## src/rtl/nibble_pair_sequencer.sv

```systemverilog
// Collects two BYTES-byte operands over a byte stream, then issues nibble pairs
// (full schoolbook or diagonal only) with their weight to a digit-serial MAC.
`timescale 1ns/1ps
module nibble_pair_sequencer #(
  parameter int BYTES = 4,
  parameter int IDX_W = ($clog2(2*BYTES) < 1) ? 1 : $clog2(2*BYTES),
  parameter int WGT_W = ($clog2(4*BYTES-1) < 1) ? 1 : $clog2(4*BYTES-1)
) (
  input  logic             clk,
  input  logic             rst_n,
  input  logic             clear,
  input  logic             mode,
  input  logic             in_valid,
  output logic             in_ready,
  input  logic [7:0]       in_a,
  input  logic [7:0]       in_b,
  output logic             out_valid,
  input  logic             out_ready,
  output logic [3:0]       dig_a,
  output logic [3:0]       dig_b,
  output logic [IDX_W-1:0] idx_a,
  output logic [IDX_W-1:0] idx_b,
  output logic [WGT_W-1:0] weight,
  output logic             out_last,
  output logic             busy,
  output logic             done
);

  localparam int NDIG  = 2*BYTES;
  localparam int OPW   = 8*BYTES;
  localparam int CNT_W = ($clog2(BYTES+1) < 1) ? 1 : $clog2(BYTES+1);
  localparam logic [IDX_W-1:0] IDX_MAX = IDX_W'(NDIG-1);

  typedef enum logic [1:0] {S_IDLE, S_LOAD, S_ISSUE, S_DONE} state_t;

  state_t             state_q, state_d;
  logic [OPW-1:0]     a_q, a_d, b_q, b_d;
  logic               mode_q, mode_d;
  logic [CNT_W-1:0]   cnt_q, cnt_d;
  logic [IDX_W-1:0]   i_q, i_d, j_q, j_d;
  logic               is_last;

  assign is_last = (i_q == IDX_MAX) && (j_q == IDX_MAX);

  always_ff @(posedge clk or negedge rst_n) begin
    if (!rst_n) begin
      state_q <= S_IDLE;
      a_q     <= '0;
      b_q     <= '0;
      mode_q  <= 1'b0;
      cnt_q   <= '0;
      i_q     <= '0;
      j_q     <= '0;
    end else begin
      state_q <= state_d;
      a_q     <= a_d;
      b_q     <= b_d;
      mode_q  <= mode_d;
      cnt_q   <= cnt_d;
      i_q     <= i_d;
      j_q     <= j_d;
    end
  end

  always_comb begin
    state_d   = state_q;
    a_d       = a_q;
    b_d       = b_q;
    mode_d    = mode_q;
    cnt_d     = cnt_q;
    i_d       = i_q;
    j_d       = j_q;
    in_ready  = 1'b0;
    out_valid = 1'b0;
    done      = 1'b0;
    case (state_q)
      S_IDLE: begin
        in_ready = 1'b1;
        if (in_valid) begin
          a_d     = (a_q << 8) | OPW'(in_a);
          b_d     = (b_q << 8) | OPW'(in_b);
          mode_d  = mode;
          cnt_d   = CNT_W'(1);
          state_d = (BYTES == 1) ? S_ISSUE : S_LOAD;
        end
      end
      S_LOAD: begin
        in_ready = 1'b1;
        if (in_valid) begin
          a_d = (a_q << 8) | OPW'(in_a);
          b_d = (b_q << 8) | OPW'(in_b);
          if (cnt_q == CNT_W'(BYTES-1)) begin
            cnt_d   = '0;
            state_d = S_ISSUE;
          end else begin
            cnt_d = cnt_q + 1'b1;
          end
        end
      end
      S_ISSUE: begin
        out_valid = 1'b1;
        if (out_ready) begin
          if (is_last) begin
            i_d     = '0;
            j_d     = '0;
            state_d = S_DONE;
          end else if (mode_q) begin
            i_d = i_q + 1'b1;
            j_d = j_q + 1'b1;
          end else if (j_q == IDX_MAX) begin
            i_d = i_q + 1'b1;
            j_d = '0;
          end else begin
            j_d = j_q + 1'b1;
          end
        end
      end
      S_DONE: begin
        done    = 1'b1;
        cnt_d   = '0;
        state_d = S_IDLE;
      end
      default: state_d = S_IDLE;
    endcase
    // Abort overrides everything, including a byte offered in the same cycle.
    if (clear) begin
      state_d = S_IDLE;
      a_d     = '0;
      b_d     = '0;
      mode_d  = 1'b0;
      cnt_d   = '0;
      i_d     = '0;
      j_d     = '0;
    end
  end

  assign busy     = (state_q != S_IDLE);
  assign dig_a    = out_valid ? a_q[{i_q, 2'b00} +: 4] : '0;
  assign dig_b    = out_valid ? b_q[{j_q, 2'b00} +: 4] : '0;
  assign idx_a    = out_valid ? i_q : '0;
  assign idx_b    = out_valid ? j_q : '0;
  assign weight   = out_valid ? (WGT_W'(i_q) + WGT_W'(j_q)) : '0;
  assign out_last = out_valid & is_last;

endmodule

```

## config.mk

```make
export PLATFORM = sky130hd
export DESIGN_NAME = nibble_pair_sequencer
export DESIGN_NICKNAME = d
export VERILOG_FILES = /design/src/rtl/nibble_pair_sequencer.sv
export SDC_FILE = /design/constraint.sdc
export NUM_CORES = 1
export LEC_CHECK = 0
export ABC_AREA = 1
export CAP_MARGIN = 20
export CORE_MARGIN = 2
export CORE_UTILIZATION = 40
export CTS_BUF_LIST = sky130_fd_sc_hd__clkbuf_8
export DETAILED_ROUTE_END_ITERATION = 16
export PLACE_DENSITY = 0.61
export SLEW_MARGIN = 20
export SYNTH_ARGS = -nofsm -noshare
export SYNTH_HDL_FRONTEND = slang
export SYNTH_SLANG_ARGS = --single-unit
```

## constraint.sdc

```tcl
create_clock -name clk -period 3.9 [get_ports clk]
set_input_delay 0.975 -clock clk [delete_from_list [all_inputs] [get_ports clk]]
set_output_delay 0.975 -clock clk [all_outputs]
set_load 0.02 [all_outputs]
```

* After elaboration in Yosys (flattened, before gate mapping)
Index checks and enable logic that the tools add are counted.
** Word-level totals
- Flip-flop bits (word level) :: 76
- Bits of input ports :: 22
- Output and inout bits :: 23
- Word-level logic and storage cells :: 85
** Operators by class
- $add $sub $neg :: 4
- Equal/unequal tests :: 11
- Shift-type cells :: 2
- Mux-type cells :: 41
- Bitwise gates (word level) :: 3
- Reduce and logical (&&, ||, !) cells :: 17
** Operators with widths (count)
- 2-to-1 mux 32 bit :: 6
- bitwise OR 32 x 8 -> 32 bit :: 2
- indexed part select 32 x 6 -> 4 bit :: 2
- 2-to-1 mux 3 bit :: 18
- != test 3 bit (second input constant) :: 5
- 2-to-1 mux 2 bit :: 6
- 2-to-1 mux 4 bit :: 3
- nonzero test 2 bit :: 6
- adder 3 x 1 -> 3 bit (second input constant) :: 3
- one-hot mux 3 bit (3 select lines) :: 1
- one-hot mux 2 bit (4 select lines) :: 1
- nonzero test 4 bit :: 2
- equality test 3 bit (second input constant) :: 2
- 2-to-1 mux 1 bit :: 6
- AND reduction 2 bit :: 3
- AND reduction 3 bit :: 2
- AND reduction 5 bit :: 1
- adder 3 x 3 -> 4 bit :: 1
- equality test 2 bit (second input constant) :: 2
- equality test 3 x 2 -> 1 bit (second input constant) :: 1
- equality test 2 x 1 -> 1 bit (second input constant) :: 1
- logical NOT 2 bit :: 1
- OR reduction 2 bit :: 1
- bitwise AND 1 bit :: 1
- logical AND 1 bit :: 1

* Logic depth before layout (Yosys ltp)
Gate-level depths: netlist of run 1.
- Word-level depth :: 7
- Depth in mapped cells :: 10

* Worst setup path before layout of run 1
Ideal clock, no wire load.
- Path kind :: reg2out
- From :: register state_q[0]
- To :: output dig_b[0]
- Arrival time :: 1.477 ns
- Path slack :: 1.448 ns
- Cell stages (with the launch flop) :: 8
- Path buffers :: 1
- Path through :: dfrtp_1 inv_1 ha_1 buf_2 nand2_1 inv_1 nand2_1 nand2_1
** Between the ends
- Longest elaborated chain between the ends :: 3
** Ends and longest elaborated chain
- start: declaration :: line 36 : state_t state_q, state_d;
- start signal: assignment :: line 55 : state_q <= state_d;
- equality test 2 bit :: line 76 : case (state_q)
- 2-to-1 mux 1 bit :: line 76
- via out_valid :: line 17 : output logic out_valid,
- 2-to-1 mux 4 bit :: line 139 : assign dig_b = out_valid ? b_q[{j_q, 2'b00} +: 4] : '0;
- end: declaration :: line 20 : output logic [3:0] dig_b,
The timed path passes the listed nets, and every way through them passes these cells.

* Final worst setup path of run 1
- From :: register i_q[0]
- To :: output weight[2]
** Between the ends
- Longest elaborated chain between the ends :: 2
** Ends and longest elaborated chain
- start: declaration :: line 40 : logic [IDX_W-1:0] i_q, i_d, j_q, j_d;
- start signal: assignment :: line 60 : i_q <= i_d;
- adder 3 x 3 -> 4 bit :: line 142 : assign weight = out_valid ? (WGT_W'(i_q) + WGT_W'(j_q)) : '0;
- 2-to-1 mux 4 bit :: line 142
- end: declaration :: line 23 : output logic [WGT_W-1:0] weight,
No other way between the ends.

==> results of run 1 <==
kinds of logic (layout without fill, tap and decap cells):
| group | Yosys count | in the layout | synth area share (%) |
|---|---|---|---|
| compound gates | 77 | 77 | 9.50 |
| xor+xnor | 1 | 1 | 0.215 |
| fa+ha+maj | 13 | 13 | 4.18 |
| buf+inv | 115 | 153 | 11.8 |
| flops | 76 | 76 | 46.7 |
| simple gates | 265 | 265 | 27.6 |
worst min-delay path: cells and delay by family, from the launching register on:
| kind | cells | cell delay (ns) |
|---|---|---|
| DFF | 1 | 0.35 |
| AOI/OAI and AO/OA | 1 | 0.06 |
| and+or+nand+nor | 1 | 0.05 |
cell type report:
class,instances,area (sq um)
timing repair buffer,50,483
clock buffer,11,151
clock inverter,3,46.3
sequential,76,1900
tap,133,166
multi-input combinational,356,1690
inverter,89,334
fill,1031,5050
report_power, final:
part	total (W)	internal, W	switching (W)	leakage [nW]
clock	0.000615	0.000326	0.000289	0.0979
combinational	0.000907	0.000306	0.000600	1.22
sequential	0.000960	0.000873	0.0000876	1.04
total	0.00248	0.00151	0.000977	2.37
per-stage QoR:
| step | area, sq um | setup WS, ns | total power, W | hold WS (ns) | util (%) |
|---|---|---|---|---|---|
| after floorplan | 4070 | 1.45 | 0.00160 | 0.453 | - |
| after global routing | 4770 | 0.369 | 0.00268 | 0.501 | 48.6 |
| after detailed placement | 4570 | 0.881 | 0.00188 | 0.464 | 46.6 |
| after global placement | 4570 | 0.884 | 0.00187 | 0.461 | 46.6 |
| final | 4770 | 0.530 | 0.00248 | 0.476 | 48.6 |
| after CTS | 4770 | 0.506 | 0.00250 | 0.480 | 48.6 |
layout by cell type (no fill, tap or decap), types with 2 or more instances in the layout:
cell | Yosys | final
a21oi_1 | 3 | 3
buf_4 | 4 | 7
clkbuf_8 | 0 | 11
clkdlybuf4s50_1 | 0 | 43
dfrtp_1 | 76 | 76
ha_1 | 12 | 12
inv_1 | 83 | 83
inv_2 | 5 | 5
nand2_1 | 168 | 168
nand2_4 | 2 | 2
nand3_1 | 76 | 76
nand4_1 | 2 | 2
nor2_1 | 14 | 14
o21ai_0 | 65 | 65
o21ai_1 | 8 | 8
synth_stat cells, types with 2 or more instances:
cell type / number
ha_1: 12
nor2_1: 14
a21oi_1: 3
buf_2: 15
nand2_1: 168
buf_4: 4
buf_6: 2
o21ai_0: 65
nand4_1: 2
inv_1: 83
dfrtp_1: 76
inv_2: 5
nand3_1: 76
nand2_4: 2
o21ai_1: 8
clkbuf_1: 4
flip-flops by register name, summed over array words and instances, names as in the netlist:
register  cells
a_q          32
b_q          32
cnt_q         3
i_q           3
j_q           3
state_q       2
mode_q        1
worst paths after layout:
path,start,end
worst max register to register,state_q[1]$_DFFE_PN0P_,b_q[19]$_DFFE_PN0P_
worst min-delay path,a_q[12]$_DFFE_PN0P_,a_q[20]$_DFFE_PN0P_
max in group asynchronous,rst_n,b_q[25]$_DFFE_PN0P_
worst min register to register,a_q[12]$_DFFE_PN0P_,a_q[20]$_DFFE_PN0P_
min in group asynchronous,rst_n,a_q[29]$_DFFE_PN0P_
worst max-delay path,i_q[0]$_DFFE_PN0P_,weight[2]
metal layers:
layer	GRT usage (%)	up-vias	share of wire, %
met4	6.95	0	1.1
met2	28.6	93	43
met1	27.3	1673	50
met3	3.12	9	5.2
li1	-	1775	-
met5	0	-	0
==> impl_results.md, run 1 <==
- Worst-Skew Late Latency: 0.34 ns
- Critical path's top delay family: adder cells
- R2R setup slack: 1.89 ns
- Number of global-route vias before repair: 3569
- DRT Pass-1 Iters: 4
- Gpl congestion: 0.798
- Number of cells on the critical path: 5
- Setup Skew: 0.0128 ns
- Maximum clock rate: 297 MHz
- Layout cells sized above 1: 5.13%
- DP Cell Count: 704
- Main synth FF type: dfrtp_1
- # rows: 36
- WP buf/inv: 1
- Leakage Power: 2.37 nW
- Routed len/inst: 13.3 um
- Period utilisation layout: 86.4%
- Gate Count Post-Synth: 547
- Initial Util: 41.4%
- Req. time, crit path: 2.92 ns
- Die Y: about 100 um
- Setup bufs post-CTS: 0
- RSZ-0062 raised after global routing: false
- Residual DRC count: 0
- Post-synthesis cell area: just over 0.004 sq mm
- CP startpoint kind: register
- Post-synthesis register bit count: 76
- CTS tree: yes
- DIE WIDTH: 105 um
- HPWL Detailed: 6.39 mm
- Seq/Total Area, Yosys: 46.7%
- CTS Buf Count: 9
- Worst-Margin Slew: 0.964 ns
- Initial drt markers: about 220
- Total grt overflow: 0
- Slew Viols, Final: 0
- Largest net degree at the start of global routing: 77
- Cell Pwr Density: 520 mW/mm^2
- Max-cap violations: 0
- Synth area leader: dfrtp_1
- Cells on worst reg2reg path: 8
- Max clock buf depth: 2
- Crit-path max cell delay: 0.63 ns
- Data arrival, critical path: approximately 2.4 ns
- Top cells by area, synth: dfrtp_1 (47%), nand2_1 (15%), nand3_1 (9.3%), o21ai_0 (8.0%), inv_1 (7.7%)
- Critical path cell sequence: ha_1 -> fa_1 -> xnor2_1 -> nor2_1 -> clkdlybuf4s50_1
- Syn nets: 582
- CTS Hold Bufs: 0
- Worst min path class: register to register
- Hold Path Depth: 2
- Fin cells: 718
- DR vias/cell: 4.94
- Clk Tree Root Cell: clkbuf_8
- CP max-delay cell: clkdlybuf4s50_1
- Clock slew at reported path FFs: approximately 0.080 ns
- Ys Warns: 0
- Peak VDD IR: 0.467 mV
- Worst Setup Path Type: register to primary output
- Area growth syn-to-layout: 17.2%
- Antenna diodes: 0
- Global-route wire length before repair: about 17 mm
- Final ANT Viol Nets: 0
- Ports: 45
- Critical Path End Type: primary output
- Port bufs: 44
- Fin crit period: 3.37 ns
- Clock sink total: 76
- Fin. Hold Viols: 0
- Total number of vias: 3550
- Netlist cell types: 24
- Area share of the largest cell type after synthesis: 46.7%
- H-tree levels: 3
- Run status: finished, final reports clean
- Core area: 0.00982 sq mm
- Layout Nets: 617
- Setup tns final: 0 ns
- Syn avg cell area: around 7.4 sq um
- Ys async rst share: 100%
- Crit-path max FO: 11
- Initial antenna violation count: 0
- Final Setup Violations: 0
- Die area: 0.0110 sq mm
- Worst slew margin: 35.7%
- GR Util All Layers: 18.9%
- Final WL: 9.56 mm
- PostCTS Resize Cnt: 0
- Post-synth EDFFs: 0
No activity file was read; power rests on OpenSTA's default activity.
==> inputs of run 2 (changes only) <==
Settings changed: CAP_MARGIN 20 to not set.
==> results of run 2 <==
The final DEF is identical to that of run 1; final timing and power are the same.
